==> config.mk <==
export PLATFORM = sky130hd
export DESIGN_NAME = dmem_ctrl
export DESIGN_NICKNAME = d
export VERILOG_FILES = /design/src/rtl/dmem_ctrl_pkg.sv /design/src/rtl/dmem_lane.sv /design/src/rtl/dmem_ctrl.sv
export SDC_FILE = /design/constraint.sdc
export NUM_CORES = 1
export LEC_CHECK = 0
export ABC_AREA = 1
export ABC_CLOCK_PERIOD_IN_PS = 2000
export CORE_MARGIN = 2
export CORE_UTILIZATION = 35
export DETAILED_ROUTE_END_ITERATION = 12
export PLACE_DENSITY = 0.65
export RECOVER_POWER = 25
export SLEW_MARGIN = 5
export SYNTH_ARGS = -nofsm -noshare
export SYNTH_HDL_FRONTEND = slang
export SYNTH_SLANG_ARGS = --single-unit
==> constraint.sdc <==
create_clock -name sck -period 2 [get_ports sck]
set_input_delay 0.4 -clock sck [delete_from_list [all_inputs] [get_ports sck]]
set_output_delay 0.4 -clock sck [all_outputs]
set_load 0.02 [all_outputs]
==> src/rtl/dmem_ctrl_pkg.sv <==
// Shared encodings for the sMIPS data-memory controller: access sizes, FSM states,
// default bus timing, and the alignment rule used at request acceptance.
package dmem_ctrl_pkg;

    localparam int BUS_CYCLES_DEF = 2;

    localparam logic [1:0] SZ_BYTE = 2'b00;
    localparam logic [1:0] SZ_HALF = 2'b01;
    localparam logic [1:0] SZ_WORD = 2'b10;
    localparam logic [1:0] SZ_ILL  = 2'b11;

    localparam logic [2:0] S_IDLE  = 3'd0;
    localparam logic [2:0] S_RD    = 3'd1;
    localparam logic [2:0] S_MERGE = 3'd2;
    localparam logic [2:0] S_WR    = 3'd3;
    localparam logic [2:0] S_DONE  = 3'd4;
    localparam logic [2:0] S_ERR   = 3'd5;

    // A request is rejected when its size is illegal or it straddles its natural boundary.
    function automatic logic misaligned(input logic [1:0] size, input logic [1:0] addr_lo);
        return (size == SZ_ILL)
            || (size == SZ_HALF && addr_lo[0])
            || (size == SZ_WORD && addr_lo != 2'b00);
    endfunction

endpackage

==> src/rtl/dmem_lane.sv <==
// Byte-lane datapath: lane mask, load extract/extend, and store data build.
// With DMEM_RMW_EN the store path merges into the read word, otherwise it replicates.
module dmem_lane
    import dmem_ctrl_pkg::*;
(
    input  logic [1:0]  size,
    input  logic [1:0]  addr_lo,
    input  logic        sext,
    input  logic [31:0] rword,
    input  logic [31:0] wdata,
    output logic [3:0]  lane_mask,
    output logic [31:0] load_data,
    output logic [31:0] store_data
);

    logic [31:0] rshift;

    assign rshift = rword >> {addr_lo, 3'b000};

    always_comb begin
        // NOTE: every output gets a default first so no path leaves a latch behind.
        lane_mask = 4'b1111;
        load_data = rword;
        case (size)
            SZ_BYTE: begin
                lane_mask = 4'b0001 << addr_lo;
                load_data = {{24{sext & rshift[7]}}, rshift[7:0]};
            end
            SZ_HALF: begin
                lane_mask = 4'b0011 << addr_lo;
                load_data = {{16{sext & rshift[15]}}, rshift[15:0]};
            end
            default: ;
        endcase
    end

`ifdef DMEM_RMW_EN
    logic [31:0] mask32;
    logic [31:0] wshift;

    assign mask32 = {{8{lane_mask[3]}}, {8{lane_mask[2]}}, {8{lane_mask[1]}}, {8{lane_mask[0]}}};
    assign wshift = wdata << {addr_lo, 3'b000};
    assign store_data = (rword & ~mask32) | (wshift & mask32);
`else
    always_comb begin
        case (size)
            SZ_BYTE: store_data = {4{wdata[7:0]}};
            SZ_HALF: store_data = {2{wdata[15:0]}};
            default: store_data = wdata;
        endcase
    end
`endif

endmodule

==> src/rtl/dmem_ctrl.sv <==
// MEM-stage data-memory controller: one CPU load/store becomes a multi-cycle bus access.
// Define DMEM_RMW_EN for read-modify-write sub-word stores.
module dmem_ctrl
    import dmem_ctrl_pkg::*;
#(
    parameter int BUS_CYCLES = BUS_CYCLES_DEF
)
(
    input  logic        sck,
    input  logic        rst_n,
    input  logic        req,
    input  logic        we,
    input  logic [1:0]  size,
    input  logic        sext,
    input  logic [31:0] addr,
    input  logic [31:0] wdata,
    output logic        ready,
    output logic        done,
    output logic [31:0] rdata,
    output logic        addr_err,
    output logic        bus_en,
    output logic        bus_rw,
    output logic [3:0]  bus_sel,
    output logic [31:0] bus_addr,
    output logic [31:0] bus_wdata,
    input  logic [31:0] bus_rdata
);

    localparam logic [2:0] CNT_LAST = 3'(BUS_CYCLES - 1);

    logic [2:0]  state_q, state_d;
    logic [2:0]  cnt_q, cnt_d;
    logic        we_q, we_d;
    logic [1:0]  size_q, size_d;
    logic        sext_q, sext_d;
    logic [1:0]  addr_lo_q, addr_lo_d;
    logic [31:0] rdata_q, rdata_d;
    logic [31:0] bus_addr_q, bus_addr_d;
    logic [31:0] bus_wdata_q, bus_wdata_d;

    logic        idle;
    logic        last;
    logic [1:0]  l_size;
    logic [1:0]  l_lo;
    logic        l_sext;
    logic [31:0] l_rword;
    logic [31:0] l_wdata;
    logic [3:0]  lane_mask;
    logic [31:0] load_data;
    logic [31:0] store_data;

    assign idle = (state_q == S_IDLE);
    assign last = (cnt_q == CNT_LAST);

    // While idle the lane logic sees the incoming request so store data is ready at acceptance.
    assign l_size = idle ? size : size_q;
    assign l_lo   = idle ? addr[1:0] : addr_lo_q;
    assign l_sext = sext_q;

`ifdef DMEM_RMW_EN
    logic [31:0] wdata_q, wdata_d;
    logic [31:0] rword_q, rword_d;

    assign l_wdata = idle ? wdata : wdata_q;
    assign l_rword = (state_q == S_RD) ? bus_rdata : rword_q;
`else
    assign l_wdata = wdata;
    assign l_rword = bus_rdata;
`endif

    dmem_lane u_lane (
        .size       (l_size),
        .addr_lo    (l_lo),
        .sext       (l_sext),
        .rword      (l_rword),
        .wdata      (l_wdata),
        .lane_mask  (lane_mask),
        .load_data  (load_data),
        .store_data (store_data)
    );

    always_comb begin
        state_d     = state_q;
        cnt_d       = cnt_q;
        we_d        = we_q;
        size_d      = size_q;
        sext_d      = sext_q;
        addr_lo_d   = addr_lo_q;
        rdata_d     = rdata_q;
        bus_addr_d  = bus_addr_q;
        bus_wdata_d = bus_wdata_q;
`ifdef DMEM_RMW_EN
        wdata_d     = wdata_q;
        rword_d     = rword_q;
`endif
        case (state_q)
            S_IDLE: begin
                if (req) begin
                    we_d        = we;
                    size_d      = size;
                    sext_d      = sext;
                    addr_lo_d   = addr[1:0];
                    bus_addr_d  = {addr[31:2], 2'b00};
                    bus_wdata_d = store_data;
                    cnt_d       = 3'd0;
`ifdef DMEM_RMW_EN
                    wdata_d     = wdata;
`endif
                    if (misaligned(size, addr[1:0])) begin
                        state_d = S_ERR;
                    end else if (!we) begin
                        state_d = S_RD;
`ifdef DMEM_RMW_EN
                    end else if (size != SZ_WORD) begin
                        state_d = S_RD;
`endif
                    end else begin
                        state_d = S_WR;
                    end
                end
            end
            S_RD: begin
                if (last) begin
                    cnt_d = 3'd0;
                    if (we_q) begin
`ifdef DMEM_RMW_EN
                        rword_d = bus_rdata;
                        state_d = S_MERGE;
`else
                        state_d = S_WR;
`endif
                    end else begin
                        rdata_d = load_data;
                        state_d = S_DONE;
                    end
                end else begin
                    cnt_d = cnt_q + 3'd1;
                end
            end
`ifdef DMEM_RMW_EN
            S_MERGE: begin
                bus_wdata_d = store_data;
                state_d     = S_WR;
            end
`endif
            S_WR: begin
                if (last) begin
                    cnt_d   = 3'd0;
                    state_d = S_DONE;
                end else begin
                    cnt_d = cnt_q + 3'd1;
                end
            end
            default: state_d = S_IDLE;
        endcase
    end

    // NOTE: state updates use non-blocking assignments so every flop samples pre-edge values.
    always_ff @(posedge sck or negedge rst_n) begin
        if (!rst_n) begin
            state_q     <= S_IDLE;
            cnt_q       <= 3'd0;
            we_q        <= 1'b0;
            size_q      <= SZ_BYTE;
            sext_q      <= 1'b0;
            addr_lo_q   <= 2'b00;
            rdata_q     <= 32'd0;
            bus_addr_q  <= 32'd0;
            bus_wdata_q <= 32'd0;
`ifdef DMEM_RMW_EN
            wdata_q     <= 32'd0;
            rword_q     <= 32'd0;
`endif
        end else begin
            state_q     <= state_d;
            cnt_q       <= cnt_d;
            we_q        <= we_d;
            size_q      <= size_d;
            sext_q      <= sext_d;
            addr_lo_q   <= addr_lo_d;
            rdata_q     <= rdata_d;
            bus_addr_q  <= bus_addr_d;
            bus_wdata_q <= bus_wdata_d;
`ifdef DMEM_RMW_EN
            wdata_q     <= wdata_d;
            rword_q     <= rword_d;
`endif
        end
    end

    // Bus strobes decode straight from state, so an async reset drops bus_en without a clock.
    assign ready     = idle;
    assign done      = (state_q == S_DONE);
    assign addr_err  = (state_q == S_ERR);
    assign bus_en    = (state_q == S_RD) || (state_q == S_WR);
    assign bus_rw    = (state_q == S_WR);
    assign bus_sel   = (state_q == S_RD) ? 4'b1111 : ((state_q == S_WR) ? lane_mask : 4'b0000);
    assign bus_addr  = bus_addr_q;
    assign bus_wdata = bus_wdata_q;
    assign rdata     = rdata_q;

endmodule

==> run metrics <==
status=finished with violations; failing checks=setup timing; final cell count without fillers=approximately 1200; Post-synth top flop=dfrtp_1; CTS Buffer Depth=2; PwrDens=~1800 mW/mm^2; Slew headroom=a little over half; dpl cell area=roughly 0.008 mm^2; CP Max Fanout=5; via/cell ratio=roughly 4.7; static leakage=~4.3 nW; root buffer cell=clkbuf_16; final setup fails=5; global-route wire length before repair=28800 um; Max Cap Viol=0; drt drc=0; antenna cells=0; minimum clock period after layout=2.21 ns; gpl congestion=0.837; Yosys warning total=0; CP peak stage delay=slightly above 0.4 ns; area delta synth->final=57.1%; CP endpoint kind=output pin; worst slew pin tran=about 0.71 ns; Reg clk slew, reported paths=around 0.080 ns; Post-Synthesis Cells=about 730; drt initial violations=between 300 and 400; critical setup path kind=reg -> out; async set-reset flop share out of synthesis=100%; GRT Total Usage=between 20% and 30%; wire length on met3=about 1800 um; Slew Limit Fails=0; Top Layer Used=met4; clk_lat worst skew=about 0.35 ns; Initial Util=~36%; Layout Skew=~0.010 ns; dpl hpwl=~13000 um; die width=131 um; Setup TNS Final=-0.927 ns; Mapped Area=between 0.005 and 0.006 mm^2; Yosys cell types=35; Core Region=approximately 0.016 mm^2; final core occ=about 56%; DIE AREA=0.0171 mm^2; RSZ-0062 raised after global routing=true; fin nets=about 1100; Fmax achieved=between 0.4 and 0.5 GHz; largest area contributor in the netlist=dfrtp_1; Routed WL=approximately 18000 um; antenna violations before repair=0; DRT met1 WL=between 7000 and 8000 um; dominant cells by area after synthesis=dfrtp_1, nand2_1, nand3_1; EDFF count, synth=0; Slowest-stage cell, CP=dfrtp_1; synthesized flop and latch total=about 110; Inserted Clock Buffers=9; Final Cycle Share=111%; cells along the critical path=nor2_4 > nand2_4 > nand2_4 > nand2_4 > inv_2 > nor2_2 > buf_6 > a21oi_4 > buf_6; H-tree depth=3; DRT Pass-1 Iters=5; Routed Antenna Nets=0; Row Count=46; CTS tree=done; Worst setup SP type=register; Crit path top cell by count=nand2_4; routed wl met2=8670 um; CP top delay family=simple AND/OR/NAND/NOR gates; Mapped Avg Cell Area=~7.6 um^2; Max IR drop VDD=0.000819 V; final hold violations=0; proportion of layout cells with a drive suffix above 1=~16%; largest net degree at the start of global routing=just under 50; Min-Delay Path Class=reg -> reg; number of I/O port buffers=between 200 and 250; hold slack=approximately 0.48 ns; WL/cell=between 15 and 20 um; share of the synthesized area in the top cell type=47.3%; WP data required=about 1.6 ns; I/O pins=~210; register area share after synthesis=47.3%; min setup slack post-route=-0.214 ns; vias in the first global route=5546; vias=5651; Design Area, Final=between 0.008 and 0.009 mm^2; GRT overflow=0; buffers and inverters on the worst path=3; Critical Path AT=1.81 ns; # clock sinks=106; placed cell count=around 1200; Die Height=between 100 and 150 um
-- cells in the mapped netlist, types with 2 or more instances --
library cell    n
or2_2          17
buf_2          18
o21ai_1         6
nand2_1       305
or2_0           6
nor3_1          3
a21oi_1        25
buf_6           4
o21ai_0        35
inv_1          65
buf_4           3
nand3_2        16
nor2_1         16
nand3_1        49
a2bb2oi_1      10
dfrtp_1       106
clkbuf_1       10
nand2_4         7
nand2_2         3
o21a_1          5
nor2_4          2
o211ai_1        6
inv_2           5
-- state kept, by name, summed over array words and instances (netlist names) --
register / flops
addr_lo_q: 2
bus_addr: 30
bus_wdata: 32
cnt_q: 3
l_sext: 1
rdata: 32
size_q: 2
state_q: 3
we_q: 1
-- path summary, 6_finish.rpt --
path,startpoint,endpoint,slack (ns),depth (start not counted)
max,state_q[0],bus_sel[3],-0.21,9
min,rdata[12],rdata[12],0.48,2
max reg2reg,state_q[0],bus_wdata[29],0.08,11
min reg2reg,rdata[12],rdata[12],0.48,2
max in group asynchronous,rst_n,bus_wdata[29],0.25,3
min in group asynchronous,rst_n,rdata[5],0.63,2
-- worst reg2reg max path: stages, from the launching register on --
cell and delay [ns]:
dfrtp_1 0.41, nor2_4 0.25, nand2_4 0.12, buf_4 0.15, buf_6 0.10, buf_6 0.12, inv_8 0.07, nand2_8 0.06
buf_12 0.17, a21oi_2 0.15, nand3_1 0.10, o21a_1 0.11
-- routing by layer --
layer | vias to the layer above | global-route usage [%]
met5 | - | 0
met4 | 0 | 6.32
met3 | 19 | 7.53
met2 | 209 | 35.8
met1 | 2648 | 27.1
li1 | 2775 | -
-- power by group --
group          internal (mW)  leakage (nW)  switching [mW]
clock                   1.11         0.151           0.864
sequential              3.20          1.28           0.614
combinational           4.49          2.86            5.57
total                   8.80          4.29            7.05
-- kinds of logic after synthesis --
logic type / Yosys count / synth area share [%]
flops: 106 / 47.3
xor+xnor: 1 / 0.156
other cells: 1 / 0.0669
compound gates: 93 / 9.86
simple gates: 426 / 34.1
buf+inv: 107 / 8.50
-- per-stage QoR --
step	power, mW	setup WS [ns]
2_1_floorplan	9.08	-0.0119
3_3_place_gp	13.1	-0.568
3_5_place_dp	13.2	-0.602
4_1_cts	15.3	-0.205
5_1_grt	17.1	-0.311
6_report	15.8	-0.214
-- cells in the final DEF, fill, tap and decap left out, drive strengths merged --
cell / instances
clkdlybuf4s15: 1
o31ai: 1
xnor2: 1
o21ai: 42
buf: 60
inv: 73
a2bb2oi: 10
clkdlybuf4s50: 195
o211ai: 6
a21oi: 26
o21a: 5
dfrtp: 106
or2: 23
nor3: 3
dlygate4sd3: 1
nor2: 19
nand2: 316
bufinv: 2
conb: 2
o22ai: 1
dlygate4sd2: 2
nand3: 66
a211oi: 1
a31oi: 1
clkinvlp: 1
clkbuf: 14
-- what timing repair did --
| item | CTS | global route |
|---|---|---|
| hold buffers | 1 | 0 |
| pin swaps | 3 | 10 |
| hold endpoints to repair | 26 | 0 |
| resized for setup | 36 | 55 |
| setup endpoints to repair | 10 | 47 |
| buffers inserted | 3 | 9 |
| cloned | 1 | 1 |
-- final cells by class --
cell class | instances | area [um^2]
Sequential cell | 106 | 2650
Timing Repair Buffer | 262 | 2650
Inverter | 71 | 282
Clock inverter | 5 | 85.1
Clock buffer | 11 | 233
Tap cell | 216 | 270
Fill cell | 1456 | 6960
Multi-Input combinational cell | 523 | 2640
Power figures use the tool's default switching activity.
